$ cat config.mk
export PLATFORM = sky130hd
export DESIGN_NAME = sram_arbiter
export DESIGN_NICKNAME = d
export VERILOG_FILES = /design/src/rtl/sram_arb_pkg.sv /design/src/rtl/rr_arbiter.sv /design/src/rtl/sram_arbiter.sv
export SDC_FILE = /design/constraint.sdc
export NUM_CORES = 1
export LEC_CHECK = 0
export ABC_CLOCK_PERIOD_IN_PS = 4600
export BUFFER_PORTS_ARGS = -buffer_cell sky130_fd_sc_hd__buf_2
export CAP_MARGIN = 15
export CORE_AREA = 5 5 133 135
export CTS_CLUSTER_DIAMETER = 80
export DETAILED_ROUTE_END_ITERATION = 10
export DIE_AREA = 0 0 138 140
export PLACE_DENSITY = 0.49
export SETUP_SLACK_MARGIN = 0.4
export SLEW_MARGIN = 0
export SYNTH_ARGS = -nofsm -noshare
export SYNTH_HDL_FRONTEND = slang
export SYNTH_HIERARCHICAL = 1
export SYNTH_SLANG_ARGS = --single-unit
$ cat constraint.sdc
create_clock -name CLK -period 4.6 [get_ports CLK]
set_clock_uncertainty 0.15 [all_clocks]
set_input_delay 0.46 -clock CLK [delete_from_list [all_inputs] [get_ports CLK]]
set_output_delay 0.46 -clock CLK [all_outputs]
set_load 0.02 [all_outputs]
$ cat src/rtl/sram_arb_pkg.sv
// Shared constants and FSM state type for the SRAM arbiter.
// Geometry matches the 2048x39 single-port SRAM wrapper.
package sram_arb_pkg;

  localparam int SRAM_ADR_W  = 11;
  localparam int SRAM_DATA_W = 39;
  localparam int SRAM_DEPTH  = 2048;

  typedef enum logic [0:0] {
    ARB_INIT,
    ARB_RUN
  } arb_state_t;

endpackage

$ cat src/rtl/rr_arbiter.sv
// Round-robin arbiter: one-hot grant from req and a rotating pointer.
// The pointer moves past the winner after every grant.
module rr_arbiter #(
  parameter int N = 4
) (
  input  logic                 clk,
  input  logic                 rst,
  input  logic                 i_en,
  input  logic [N-1:0]         i_req,
  output logic [N-1:0]         o_gnt,
  output logic [$clog2(N)-1:0] o_idx,
  output logic                 o_any
);

  localparam int PW = $clog2(N);

  logic [PW-1:0] r_ptr;
  logic [PW-1:0] w_nxt;
  logic [PW-1:0] w_j;

  always_comb begin
    o_gnt = '0;
    o_idx = '0;
    o_any = 1'b0;
    w_j   = '0;
    for (int i = 0; i < N; i++) begin
      w_j = PW'((int'(r_ptr) + i) % N);
      if (i_en && !o_any && i_req[w_j]) begin
        o_any      = 1'b1;
        o_gnt[w_j] = 1'b1;
        o_idx      = w_j;
      end
    end
  end

  assign w_nxt = (o_idx == PW'(N - 1)) ? '0
                                       : o_idx + PW'(1);

  always_ff @(posedge clk) begin
    if (rst) begin
      r_ptr <= '0;
    end else if (o_any) begin
      r_ptr <= w_nxt;
    end
  end

endmodule

$ cat src/rtl/sram_arbiter.sv
// Round-robin share of one single-port SRAM among N_REQ requesters.
// Define SRAM_ARB_INIT_EN to zero-fill the whole SRAM after reset.
module sram_arbiter
  import sram_arb_pkg::*;
#(
  parameter int N_REQ  = 4,
  parameter int ADR_W  = SRAM_ADR_W,
  parameter int DATA_W = SRAM_DATA_W
) (
  input  logic                    CLK,
  input  logic                    RST,
  input  logic [N_REQ-1:0]        req_valid,
  output logic [N_REQ-1:0]        req_ready,
  input  logic [N_REQ-1:0]        req_we,
  input  logic [N_REQ*ADR_W-1:0]  req_adr,
  input  logic [N_REQ*DATA_W-1:0] req_d,
  output logic [N_REQ-1:0]        rsp_valid,
  output logic [DATA_W-1:0]       rsp_q,
  output logic [ADR_W-1:0]        sram_adr,
  output logic [DATA_W-1:0]       sram_d,
  output logic                    sram_we,
  input  logic [DATA_W-1:0]       sram_q,
  output logic                    busy_init
);

  localparam int IW = $clog2(N_REQ);

  logic             w_run;
  logic             w_en;
  logic             w_any;
  logic             w_rsp;
  logic [N_REQ-1:0] w_gnt;
  logic [IW-1:0]    w_idx;
  logic [ADR_W-1:0] r_adr;
  logic             r_rd;
  logic [IW-1:0]    r_ridx;

`ifdef SRAM_ARB_INIT_EN
  arb_state_t       r_state;
  logic [ADR_W-1:0] r_cnt;

  // Counter wraps to 0 on the last address and then sits idle.
  always_ff @(posedge CLK) begin
    if (RST) begin
      r_state <= ARB_INIT;
      r_cnt   <= '0;
    end else if (r_state == ARB_INIT) begin
      r_cnt <= r_cnt + ADR_W'(1);
      if (r_cnt == ADR_W'(SRAM_DEPTH - 1)) begin
        r_state <= ARB_RUN;
      end
    end
  end

  assign w_run     = (r_state == ARB_RUN);
  assign busy_init = ~w_run;
`else
  assign w_run     = 1'b1;
  assign busy_init = 1'b0;
`endif

  assign w_en = w_run & ~RST;

  rr_arbiter #(
    .N (N_REQ)
  ) u_rr (
    .clk   (CLK),
    .rst   (RST),
    .i_en  (w_en),
    .i_req (req_valid),
    .o_gnt (w_gnt),
    .o_idx (w_idx),
    .o_any (w_any)
  );

  assign req_ready = w_gnt;

  always_comb begin
    sram_we  = 1'b0;
    sram_adr = r_adr;
    sram_d   = '0;
`ifdef SRAM_ARB_INIT_EN
    if (!w_run && !RST) begin
      sram_we  = 1'b1;
      sram_adr = r_cnt;
    end
`endif
    if (w_any) begin
      sram_we  = req_we[w_idx];
      sram_adr = req_adr[w_idx*ADR_W +: ADR_W];
      sram_d   = req_d[w_idx*DATA_W +: DATA_W];
    end
  end

  always_ff @(posedge CLK) begin
    if (RST) begin
      r_adr  <= '0;
      r_rd   <= 1'b0;
      r_ridx <= '0;
    end else begin
      r_adr  <= sram_adr;
      r_rd   <= w_any & ~req_we[w_idx];
      r_ridx <= w_idx;
    end
  end

  // A reset in the response cycle drops the pending read data.
  assign w_rsp = r_rd & ~RST;

  always_comb begin
    rsp_valid = '0;
    if (w_rsp) begin
      rsp_valid[r_ridx] = 1'b1;
    end
  end

  assign rsp_q = w_rsp ? sram_q : '0;

endmodule

==> results.toml <==
[die]
num_rows = 47
dieWidth_um = 138
top_level_ports = 348
core-area_sq_um = 16350
dieArea_sq_um = 19320
chipHeight_um = 140
start_util_pct = 18.94

[timing]
rsz0062_at_grt = "false"
worstMarginPinSlew_ns = 0.7413
setup_violations = 0
totalNegativeSetupSlack_ns = 0
total_count_of_hold_check_failures_in_the_final_report = 0
clock.fmax_mhz = 248.8
slew_viol_final = 0
final.period_utilization_pct = 87.39
finalCriticalPeriod_ns = 4.020
max_slew_margin_pct = 50.58

[cells_and_area]
postLayoutCoreUtil_pct = 31.21
finish.net_count = 887
final_cell_area_sq_um = 5102
drive_above_1_share_pct = 67.09
fin_cells = 853
syn2layout_area_growth_pct = 64.77

[status]
run_status = "finished clean"

[worst_setup_path]
crit_fanout = 38
critical_path.endpoint_type = "output pin"
worstSetupPathType = "register to output pin"
timing.reg2reg.setup_slack_ns = 1.15
r2r-start = "u_rr/r_ptr[1]$_SDFFE_PP0P_"
wp_buf_inv = 4
worst_ep_arrival_time_ns = 3.41
critical_path.reg2reg.endpoint = "r_adr[5]$_SDFF_PP0_"
r2r_cells = 9
critPathTopFamily = "simple AND/OR/NAND/NOR gates"
crit_path_cell_trace = "inv_1 -> ha_2 -> or3b_1 -> nand3_1 -> and4b_1 -> buf_4 -> mux2i_4 -> buf_12 -> mux4_1 -> and2_1 -> buf_2"
largest_incremental_delay_on_the_critical_path_ns = 0.44
critical_path.slowest_cell = "sky130_fd_sc_hd__dfxtp_2"
critPathRequiredTime_ns = 3.99
critPathLaunchType = "register"

[global_route]
grt_max_degree = 43
gr-usage-all-layers_pct = 15.59
grt_pass1_vias = 4021
grt_antenna_before_repair = 1
total_global_routing_overflow = 0
global_route_wire_length_before_repair_um = 24210

[clock_network]
clk_latency_ns = 0.25
cts.htree.levels = 1
cts_max_path_bufs = 2
clock_tree_from_tritoncts = "done"
numCtsBuffers = 3
setup_repair_bufs_after_cts = 0
holdBufCountCts = 0
cts_num_sinks = 16
path_clk_slew_ns = 0.05
clk_root_buffer_cell = "sky130_fd_sc_hd__clkbuf_16"

[place]
detailed_place_hpwl_um = 13590
finalWeightedCongestion = 0.9491
place_area_sq_um = 4990
total_placed_cells_including_tap_cells = 847
portBuffers = 346

[synthesis]
synth-async-reset-ratio_pct = 0
post_synth_inst_count = 307
yosys_register_bits = 16
synth.avg_cell_area_sq_um = 10.09
synth_edf_count = 0
yosys_most_used_dff = "sky130_fd_sc_hd__dfxtp_1"
synth_seq_area_share_pct = 10.34
yosysUniqueCellTypes = 43
synthesis.nets = 560
synth-warning-count = 6
post_synth_design_cell_area_sq_um = 3097

[job]
drv_cap = 0

[hold_path]
hp-class = "input pin to register"
hold-path-endpoint = "r_adr[4]$_SDFF_PP0_"
min_path_cells = 3
worst_hold_startpoint = "req_adr[15]"

[drt]
drt-total-wl_um = 16190
detail_route.drc_violations = 0
ant_nets = 0
vias_per_cell = 4.461
route.detailed.wl_per_inst_um = 18.98
firstDrtPassIters = 4
vias = 3805
drt_iter0_drc = 157

[power_and_ir_drop]
total_leakage_power_nw = 2.569
ir_drop_mv = 0.3759
pwr_density_cell_nw_per_um2 = 565.4
==> per-layer routing <==
layer | global-route usage, % | vias up | share of wire, %
li1 | - | 1830 | -
met1 | 19.01 | 1765 | 40
met2 | 28.42 | 198 | 52
met3 | 3.408 | 12 | 6.6
met4 | 2.912 | 0 | 1.3
met5 | 0 | - | 0
==> power breakdown <==
part | switching (mW) | internal, mW
Sequential | 0.0355 | 0.197
Combinational | 1.27 | 1.21
Clock | 0.0563 | 0.114
==> synthesized netlist by cell type, types with 2 or more instances <==
cell | number | area (sq um)
sky130_fd_sc_hd__and2_1 | 81 | 506.7
sky130_fd_sc_hd__mux4_2 | 39 | 878.3
sky130_fd_sc_hd__mux2i_1 | 24 | 240.2
sky130_fd_sc_hd__o221ai_1 | 22 | 192.7
sky130_fd_sc_hd__dfxtp_1 | 16 | 320.3
sky130_fd_sc_hd__nand2b_1 | 15 | 93.84
sky130_fd_sc_hd__clkbuf_1 | 13 | 48.80
sky130_fd_sc_hd__buf_2 | 11 | 55.05
sky130_fd_sc_hd__or3b_2 | 11 | 96.34
sky130_fd_sc_hd__nand2_1 | 10 | 37.54
sky130_fd_sc_hd__buf_6 | 5 | 56.30
sky130_fd_sc_hd__nand3_1 | 5 | 25.02
sky130_fd_sc_hd__a222oi_1 | 4 | 40.04
sky130_fd_sc_hd__ha_1 | 4 | 50.05
sky130_fd_sc_hd__nor2b_1 | 4 | 25.02
sky130_fd_sc_hd__buf_12 | 3 | 60.06
sky130_fd_sc_hd__inv_1 | 3 | 11.26
sky130_fd_sc_hd__mux4_1 | 3 | 78.83
sky130_fd_sc_hd__nand3b_1 | 3 | 22.52
sky130_fd_sc_hd__nor2_1 | 3 | 11.26
sky130_fd_sc_hd__nor3b_1 | 3 | 22.52
sky130_fd_sc_hd__or3b_1 | 3 | 26.28
sky130_fd_sc_hd__buf_4 | 2 | 15.01
==> timing repair <==
item                                    in CTS  in global routing
gates resized for setup                      3                  1
gates cloned                                 1                  0
endpoints found under the setup margin      33                  3
pin swaps                                    1                  0
==> sequential cells by signal, indices dropped and copies added (netlist names), named ones only <==
register / cells
r_ridx: 2
u_rr/r_ptr: 1
r_adr: 11
r_rd: 1
==> logic make-up (layout without fill, tap and decap cells) <==
family	count (synthesis)	count (layout)	share of synthesized area [%]
adder cells (fa/ha/maj)	4	4	1.616
flip-flops	16	16	10.34
other	1	2	0.1211
AO/OA/AOI/OAI	34	35	9.899
AND/OR/NAND/NOR	145	145	29.82
buffers and inverters	37	361	7.959
XOR/XNOR	1	1	0.2829
multiplexers	69	69	39.96
==> worst max path at each step <==
stage,start,to,slack [ns],depth (start not counted)
2_1_floorplan,register,sram_adr[1],0.95,13
4_1_cts,u_rr/r_ptr[1]$_SDFFE_PP0P_,sram_we,0.52,11
3_5_place_dp,u_rr/r_ptr[1]$_SDFFE_PP0P_,sram_adr[9],0.39,10
5_1_grt,u_rr/r_ptr[1]$_SDFFE_PP0P_,sram_d[22],0.40,10
6_report,u_rr/r_ptr[1]$_SDFFE_PP0P_,sram_we,0.58,11
3_3_place_gp,u_rr/r_ptr[1]$_SDFFE_PP0P_,sram_adr[9],0.45,10
==> worst reg2reg max path, cell delays in order, from the launching register on <==
cell and delay, ns:
sky130_fd_sc_hd__dfxtp_2 0.44, sky130_fd_sc_hd__inv_1 0.13, sky130_fd_sc_hd__ha_2 0.46, sky130_fd_sc_hd__mux2i_1 0.20
sky130_fd_sc_hd__mux2_2 0.18, sky130_fd_sc_hd__and2b_2 0.27, sky130_fd_sc_hd__o32a_4 0.43, sky130_fd_sc_hd__buf_12 0.21
sky130_fd_sc_hd__or3b_1 0.59, sky130_fd_sc_hd__o221ai_1 0.27
==> through the flow <==
step                total power [mW]  setup WS (ns)  hold WS [ns]
floorplan                      2.139         0.9540        0.3824
global placement               2.734         0.4523        0.4795
finish                         2.885         0.5800        0.3844
detailed placement             2.721         0.3901        0.4796
CTS                            2.933         0.5242        0.3872
global route                   3.114         0.4028        0.4181
==> final cells by class <==
cell class                      count  area, sq um
Antenna cell                        1        2.502
Clock buffer                        3        75.07
Fill cell                        1779        11250
Inverter                            3        11.26
Multi-Input combinational cell    255         2572
Sequential cell                    16        321.6
Tap cell                          220        275.3
Timing Repair Buffer              355         1844
==> placed cells by master (no fill, tap or decap), types with 3 or more instances in the layout <==
cell / netlist / final
sky130_fd_sc_hd__a222oi_1: 4 / 4
sky130_fd_sc_hd__and2_1: 81 / 81
sky130_fd_sc_hd__buf_12: 3 / 3
sky130_fd_sc_hd__buf_2: 11 / 346
sky130_fd_sc_hd__buf_4: 2 / 5
sky130_fd_sc_hd__clkbuf_16: 0 / 3
sky130_fd_sc_hd__dfxtp_1: 16 / 15
sky130_fd_sc_hd__ha_1: 4 / 3
sky130_fd_sc_hd__inv_1: 3 / 3
sky130_fd_sc_hd__mux2i_1: 24 / 24
sky130_fd_sc_hd__mux4_1: 3 / 3
sky130_fd_sc_hd__mux4_2: 39 / 39
sky130_fd_sc_hd__nand2_1: 10 / 9
sky130_fd_sc_hd__nand2b_1: 15 / 14
sky130_fd_sc_hd__nand3_1: 5 / 5
sky130_fd_sc_hd__nand3b_1: 3 / 3
sky130_fd_sc_hd__nor2_1: 3 / 3
sky130_fd_sc_hd__nor2b_1: 4 / 3
sky130_fd_sc_hd__nor3b_1: 3 / 3
sky130_fd_sc_hd__o221ai_1: 22 / 22
sky130_fd_sc_hd__or3b_1: 3 / 3
sky130_fd_sc_hd__or3b_2: 11 / 11
Power figures use the tool's default switching activity.
